## config.mk

```make
export PLATFORM = sky130hd
export DESIGN_NAME = id_ex_stage
export DESIGN_NICKNAME = d
export VERILOG_FILES = /design/src/rtl/id_ex_stage_pkg.sv /design/src/rtl/id_ex_stage_forward_unit.sv /design/src/rtl/id_ex_stage.sv
export SDC_FILE = /design/constraint.sdc
export NUM_CORES = 1
export LEC_CHECK = 0
export ABC_AREA = 1
export BUFFER_PORTS_ARGS = -buffer_cell sky130_fd_sc_hd__buf_4
export CORE_MARGIN = 2
export CORE_UTILIZATION = 48
export CTS_CLUSTER_SIZE = 8
export DETAILED_ROUTE_END_ITERATION = 6
export PLACE_DENSITY = 0.89
export SYNTH_ARGS = -nofsm -noshare
export SYNTH_HDL_FRONTEND = slang
export SYNTH_SLANG_ARGS = --single-unit
```

## constraint.sdc

```tcl
create_clock -name clk -period 3 [get_ports clk]
set_input_delay 0.45 -clock clk [delete_from_list [all_inputs] [get_ports clk]]
set_output_delay 0.45 -clock clk [all_outputs]
set_load 0.02 [all_outputs]
```

## src/rtl/id_ex_stage_pkg.sv

```systemverilog
// Shared definitions for the ID/EX stage: control-bundle bit positions,
// bundle width and the hard-wired zero register index.
package id_ex_stage_pkg;

  localparam int CW = 10;

  localparam int CTRL_REG_WRITE = 0;
  localparam int CTRL_MEM_READ  = 1;
  localparam int CTRL_MEM_WRITE = 2;
  localparam int CTRL_ALU_SRC   = 3;
  localparam int CTRL_USES_RT   = 4;
  localparam int CTRL_ZERO_EXT  = 5;
  localparam int CTRL_ALU_OP_LO = 6;
  localparam int CTRL_ALU_OP_HI = 9;

  localparam logic [4:0] REG_ZERO = 5'd0;

endpackage

```

## src/rtl/id_ex_stage_forward_unit.sv

```systemverilog
// Per-source operand bypass: EX/MEM beats MEM/WB beats the held value.
// Register 0 never takes a bypass.
module forward_unit #(
  parameter int DW = 32,
  parameter int AW = 5
) (
  input  logic [AW-1:0] src,
  input  logic [DW-1:0] held,
  input  logic          exmem_reg_write,
  input  logic [AW-1:0] exmem_rd,
  input  logic [DW-1:0] exmem_result,
  input  logic          memwb_reg_write,
  input  logic [AW-1:0] memwb_rd,
  input  logic [DW-1:0] memwb_data,
  output logic [DW-1:0] fwd
);
  import id_ex_stage_pkg::*;

  logic exmem_hit;
  logic memwb_hit;

  assign exmem_hit = exmem_reg_write && (exmem_rd != AW'(REG_ZERO)) && (exmem_rd == src);
  assign memwb_hit = memwb_reg_write && (memwb_rd != AW'(REG_ZERO)) && (memwb_rd == src);

  always_comb begin
    fwd = held;
    if (exmem_hit)      fwd = exmem_result;
    else if (memwb_hit) fwd = memwb_data;
  end

endmodule

```

## src/rtl/id_ex_stage.sv

```systemverilog
// ID/EX pipeline register with load-use bubble insertion and EX/MEM, MEM/WB
// operand forwarding on the execute-side outputs.
module id_ex_stage #(
  parameter int DW  = 32,
  parameter int AW  = 5,
  parameter int CW  = id_ex_stage_pkg::CW,
  parameter int SCW = 16
) (
  input  logic           clk,
  input  logic           rst,
  input  logic           id_valid,
  output logic           id_ready,
  input  logic [AW-1:0]  id_rs,
  input  logic [AW-1:0]  id_rt,
  input  logic [AW-1:0]  id_dest,
  input  logic [DW-1:0]  id_rs_data,
  input  logic [DW-1:0]  id_rt_data,
  input  logic [15:0]    id_imm,
  input  logic [CW-1:0]  id_ctrl,
  input  logic           flush,
  input  logic           ex_stall,
  input  logic           exmem_reg_write,
  input  logic [AW-1:0]  exmem_rd,
  input  logic [DW-1:0]  exmem_result,
  input  logic           memwb_reg_write,
  input  logic [AW-1:0]  memwb_rd,
  input  logic [DW-1:0]  memwb_data,
  output logic           ex_valid,
  output logic [CW-1:0]  ex_ctrl,
  output logic [AW-1:0]  ex_dest,
  output logic [DW-1:0]  ex_op_a,
  output logic [DW-1:0]  ex_op_b,
  output logic [DW-1:0]  ex_store_data,
  output logic [SCW-1:0] stall_cnt
);
  import id_ex_stage_pkg::*;

  logic           ex_valid_q,  ex_valid_d;
  logic [CW-1:0]  ex_ctrl_q,   ex_ctrl_d;
  logic [AW-1:0]  ex_dest_q,   ex_dest_d;
  logic [AW-1:0]  rs_idx_q,    rs_idx_d;
  logic [AW-1:0]  rt_idx_q,    rt_idx_d;
  logic [DW-1:0]  rs_val_q,    rs_val_d;
  logic [DW-1:0]  rt_val_q,    rt_val_d;
  logic [DW-1:0]  imm_q,       imm_d;
  logic [SCW-1:0] stall_cnt_q, stall_cnt_d;

  logic          load_use;
  logic          rs_dep;
  logic          rt_dep;
  logic          wb_retire;
  logic [DW-1:0] imm_ext;
  logic [DW-1:0] rs_fwd;
  logic [DW-1:0] rt_fwd;

  // A load in EX cannot bypass to the very next instruction, so it waits a cycle.
  assign rs_dep   = (ex_dest_q == id_rs);
  assign rt_dep   = id_ctrl[CTRL_USES_RT] && (ex_dest_q == id_rt);
  assign load_use = ex_valid_q && ex_ctrl_q[CTRL_MEM_READ] &&
                    (ex_dest_q != AW'(REG_ZERO)) && id_valid && (rs_dep || rt_dep);

  assign id_ready  = !ex_stall && !load_use && !flush;
  assign wb_retire = memwb_reg_write && (memwb_rd != AW'(REG_ZERO));
  assign imm_ext   = id_ctrl[CTRL_ZERO_EXT] ? {{(DW-16){1'b0}}, id_imm}
                                            : {{(DW-16){id_imm[15]}}, id_imm};

  always_comb begin
    ex_valid_d  = ex_valid_q;
    ex_ctrl_d   = ex_ctrl_q;
    ex_dest_d   = ex_dest_q;
    rs_idx_d    = rs_idx_q;
    rt_idx_d    = rt_idx_q;
    rs_val_d    = rs_val_q;
    rt_val_d    = rt_val_q;
    imm_d       = imm_q;
    stall_cnt_d = stall_cnt_q;
    if (flush) begin
      ex_valid_d = 1'b0;
    end else if (ex_stall) begin
      // Write-back retires while we sit here; absorb it so it is not lost.
      if (wb_retire && (rs_idx_q == memwb_rd)) rs_val_d = memwb_data;
      if (wb_retire && (rt_idx_q == memwb_rd)) rt_val_d = memwb_data;
    end else if (load_use) begin
      ex_valid_d = 1'b0;
      ex_ctrl_d  = '0;
      if (stall_cnt_q != '1) stall_cnt_d = stall_cnt_q + 1'b1;
    end else if (id_valid) begin
      ex_valid_d = 1'b1;
      ex_ctrl_d  = id_ctrl;
      ex_dest_d  = id_dest;
      rs_idx_d   = id_rs;
      rt_idx_d   = id_rt;
      rs_val_d   = id_rs_data;
      rt_val_d   = id_rt_data;
      imm_d      = imm_ext;
    end else begin
      ex_valid_d = 1'b0;
    end
  end

  always_ff @(posedge clk or negedge rst) begin
    if (!rst) begin
      ex_valid_q  <= 1'b0;
      ex_ctrl_q   <= '0;
      ex_dest_q   <= '0;
      rs_idx_q    <= '0;
      rt_idx_q    <= '0;
      rs_val_q    <= '0;
      rt_val_q    <= '0;
      imm_q       <= '0;
      stall_cnt_q <= '0;
    end else begin
      ex_valid_q  <= ex_valid_d;
      ex_ctrl_q   <= ex_ctrl_d;
      ex_dest_q   <= ex_dest_d;
      rs_idx_q    <= rs_idx_d;
      rt_idx_q    <= rt_idx_d;
      rs_val_q    <= rs_val_d;
      rt_val_q    <= rt_val_d;
      imm_q       <= imm_d;
      stall_cnt_q <= stall_cnt_d;
    end
  end

  forward_unit #(.DW(DW), .AW(AW)) u_fwd_rs (
    .src             (rs_idx_q),
    .held            (rs_val_q),
    .exmem_reg_write (exmem_reg_write),
    .exmem_rd        (exmem_rd),
    .exmem_result    (exmem_result),
    .memwb_reg_write (memwb_reg_write),
    .memwb_rd        (memwb_rd),
    .memwb_data      (memwb_data),
    .fwd             (rs_fwd)
  );

  forward_unit #(.DW(DW), .AW(AW)) u_fwd_rt (
    .src             (rt_idx_q),
    .held            (rt_val_q),
    .exmem_reg_write (exmem_reg_write),
    .exmem_rd        (exmem_rd),
    .exmem_result    (exmem_result),
    .memwb_reg_write (memwb_reg_write),
    .memwb_rd        (memwb_rd),
    .memwb_data      (memwb_data),
    .fwd             (rt_fwd)
  );

  assign ex_valid      = ex_valid_q;
  assign ex_ctrl       = ex_ctrl_q;
  assign ex_dest       = ex_dest_q;
  assign ex_op_a       = rs_fwd;
  assign ex_op_b       = ex_ctrl_q[CTRL_ALU_SRC] ? imm_q : rt_fwd;
  assign ex_store_data = rt_fwd;
  assign stall_cnt     = stall_cnt_q;

endmodule

```

==> flow_metrics.tcl <==
set metrics [dict create \
    violations "design-rule violations" \
    rsz0062_at_grt "false" \
    cp.arrival_ns 2.37 \
    p_per_area_nw_per_um2 563 \
    cts.hold.buffers_added 0 \
    grt_max_degree 70 \
    cp_slowest_cell "dfrtp_1" \
    nNetsFinal 1788 \
    fp.dieW_um 138 \
    root_buffer "clkbuf_16" \
    netlist_area_um2 8640 \
    finalClockSkew_ns 0.00754 \
    ctsHtreeMaxLevel 4 \
    fin_setup_tns_ns 0 \
    synthToLayoutAreaGrowth_pct 35.5 \
    cp-start-kind "flop" \
    r2r_slack_ns 0.70 \
    io_pins 315 \
    path_cells "xnor2_1 > nand2_1 > nor3_4 > buf_4 > nand3b_1 > nand3_1 > nand2_1 > buf_4" \
    r2r_cells 7 \
    status "complete, but fails checks" \
    power.leakage_nw 6.53 \
    cp_slowest_stage_delay_ns 0.46 \
    peakVddDrop_v 0.000373 \
    path_clk_slew_ns 0.06 \
    total_power_mw 6.58 \
    timing.final.crit_period_ns 2.82 \
    dieArea_um2 19100 \
    crit_path_end_kind "output pin" \
    worst_pin_slew_ns 0.878 \
    syn-num-nets 1515 \
    clockBufferDepth 2 \
    ys_ff_latch 123 \
    clock_sinks 123 \
    synth_cell_types 30 \
    syn_inst 1328 \
    met1_length_um 12300 \
    relSlewSlack_pct 41.4 \
    yosysWarnings 0 \
    period_share_pct 94.2 \
    die-height_um 138 \
    cts_tree "yes" \
    r2r_end "rs_idx_q[1]" \
    hold_viol_final 0 \
    path_delay_family "simple AND/OR/NAND/NOR gates" \
    setup_viol_count_final 0 \
    grt_pass1_wl_um 51000 \
    worstSetupPathType "reg2out" \
    wl_met2_um 15200 \
    grt_use_total_pct 33.3 \
    cts_buffers 17 \
    min_path_type "in2async" \
    grt_overflow_total 0 \
    fp-row-count 49 \
    drtPass1Iterations 7 \
    start_util_pct 48.4 \
    drv_cap 0 \
    wl_per_cell_um 17.5 \
    place_congestion 0.937 \
    vias 10300 \
    synth_seq_area_share_pct 35.6 \
    drtIter0Drc 1047 \
    cp.required_ns 2.55 \
    drc 5 \
    postRouteAntennaNets 0 \
    grt_antenna_before_repair 2 \
    io_buffers 314 \
    drive_gt1_share_pct 24.6 \
    slew_viol_final 0 \
    wl_met3_um 3230 \
    vias_per_cell 5.58 \
    dpl.hpwl_um 23100 \
    coreArea_um2 17800 \
    wirelength_um 32300 \
    worst-path-max-fanout 32 \
    max_freq_mhz 354 \
    r2r-start "ex_dest[1]" \
    clk_latency_ns 0.42 \
    grt_pass1_vias 9957 \
    synth.avg_cell_area_um2 6.51 \
    crit_buf_inv 2 \
    routed.top_layer "met4" \
]
## registers in the layout (all words and copies together), names as in the netlist
register and count:
rt_val_q 32, rs_idx_q 5, imm_q 17, ex_dest 5, ex_ctrl 10, stall_cnt 16, rs_val_q 32, rt_idx_q 5
ex_valid 1
## final cells by class
type | instances | area, um^2
fill | 1562 | 6140
multi-input combinational | 1044 | 4840
timing repair buffer | 340 | 2590
clock inverter | 13 | 166
inverter | 75 | 282
antenna | 2 | 5.00
clock buffer | 19 | 453
sequential | 123 | 3080
tap | 229 | 287
## synthesized netlist by cell type
cell	number	area (um^2)
nand2_1	603	2260
nand3_1	133	666
dfrtp_1	123	3080
nand4_1	71	444
inv_1	67	251
buf_2	48	240
o21ai_1	47	235
o21ai_0	45	225
nand3b_1	34	255
and2_1	33	206
nor2_1	31	116
clkbuf_1	16	60.1
xnor2_1	15	131
xor2_1	13	114
buf_4	8	60.1
inv_2	8	30.0
buf_6	7	78.8
buf_1	5	18.8
nand3_2	5	50.1
nor3_1	3	15.0
a21oi_1	2	10.0
clkbuf_2	2	10.0
nand2_2	2	12.5
a21oi_2	1	8.76
ha_1	1	12.5
nand2_4	1	11.3
nand4_2	1	12.5
nor2_2	1	6.26
nor3_2	1	10.0
nor4_1	1	6.26
## routing by layer
layer / track usage [%] / vias up
li1: - / 4842
met1: 40.7 / 4705
met2: 55.2 / 638
met3: 7.14 / 118
met4: 18.2 / 0
met5: 0 / -
## worst max-delay path by stage
stage | cells past startpoint | startpoint | to | slack, ns
3_5_place_dp | 9 | exmem_rd[1] | ex_op_a[15] | 0.35
5_1_grt | 8 | rt_idx_q[0] | ex_op_b[1] | 0.08
2_1_floorplan | 9 | memwb_rd[1] | ex_op_a[1] | 0.86
3_3_place_gp | 9 | exmem_rd[1] | ex_op_a[15] | 0.40
6_report | 8 | rt_idx_q[0] | ex_op_b[11] | 0.18
4_1_cts | 8 | rs_idx_q[1] | ex_op_a[15] | 0.07
## worst reg2reg max path, cell delays in order, from the launching register on
cell and delay (ns):
dfrtp_1 0.44, nor2_1 0.18, nand4_1 0.11, nand3b_1 0.11, inv_2 0.08, nand2_4 0.15
nand3_2 0.69, o21ai_0 0.42
## kinds of logic (layout without fill, tap and decap cells)
| group | count (synthesis) | count (layout) | share of synthesized area, % |
|---|---|---|---|
| other | 0 | 2 | 0 |
| buffers and inverters | 161 | 447 | 8.68 |
| adder cells (fa/ha/maj) | 1 | 1 | 0.145 |
| AO/OA/AOI/OAI | 95 | 95 | 5.55 |
| flip-flops | 123 | 123 | 35.6 |
| AND/OR/NAND/NOR | 920 | 920 | 47.2 |
| XOR/XNOR | 28 | 28 | 2.84 |
## where the power goes
| part | internal, mW | leakage (nW) | total (mW) | switching [mW] |
|---|---|---|---|---|
| logic | 0.958 | 4.67 | 2.38 | 1.42 |
| registers | 1.89 | 1.57 | 2.06 | 0.163 |
| clock network | 1.36 | 0.296 | 2.15 | 0.794 |
| total | 4.21 | 6.53 | 6.58 | 2.38 |
## cells in the final DEF (no fill, tap or decap), drive strengths merged
master / count
a21oi: 3
o21ai: 92
buf: 340
clkinvlp: 3
clkinv: 5
nand4: 72
inv: 77
nor2: 32
nand2: 606
xor2: 13
clkbuf: 19
nor3: 4
diode: 2
xnor2: 15
nand3: 138
nand3b: 34
bufinv: 3
dfrtp: 123
nor4: 1
and2: 33
ha: 1
## through the flow
| stage | setup WS [ns] | util, % | instance area [um^2] | cells | hold WS [ns] |
|---|---|---|---|---|---|
| after floorplan | 0.856 | - | 8640 | 1328 | 0.154 |
| after global placement | 0.399 | 62.1 | 11100 | 1811 | 0.453 |
| after detailed placement | 0.349 | 62.1 | 11100 | 1811 | 0.458 |
| after CTS | 0.0697 | 65.6 | 11700 | 1843 | 0.0675 |
| after global routing | 0.0750 | 65.6 | 11700 | 1844 | 0.0897 |
| final | 0.175 | 65.6 | 11700 | 1845 | 0.0402 |
## repair_timing
item / CTS / global route
endpoints found under the setup margin: 0 / 15
resized for setup: 0 / 1
buffers inserted: 0 / 0
Power figures use the tool's default switching activity.
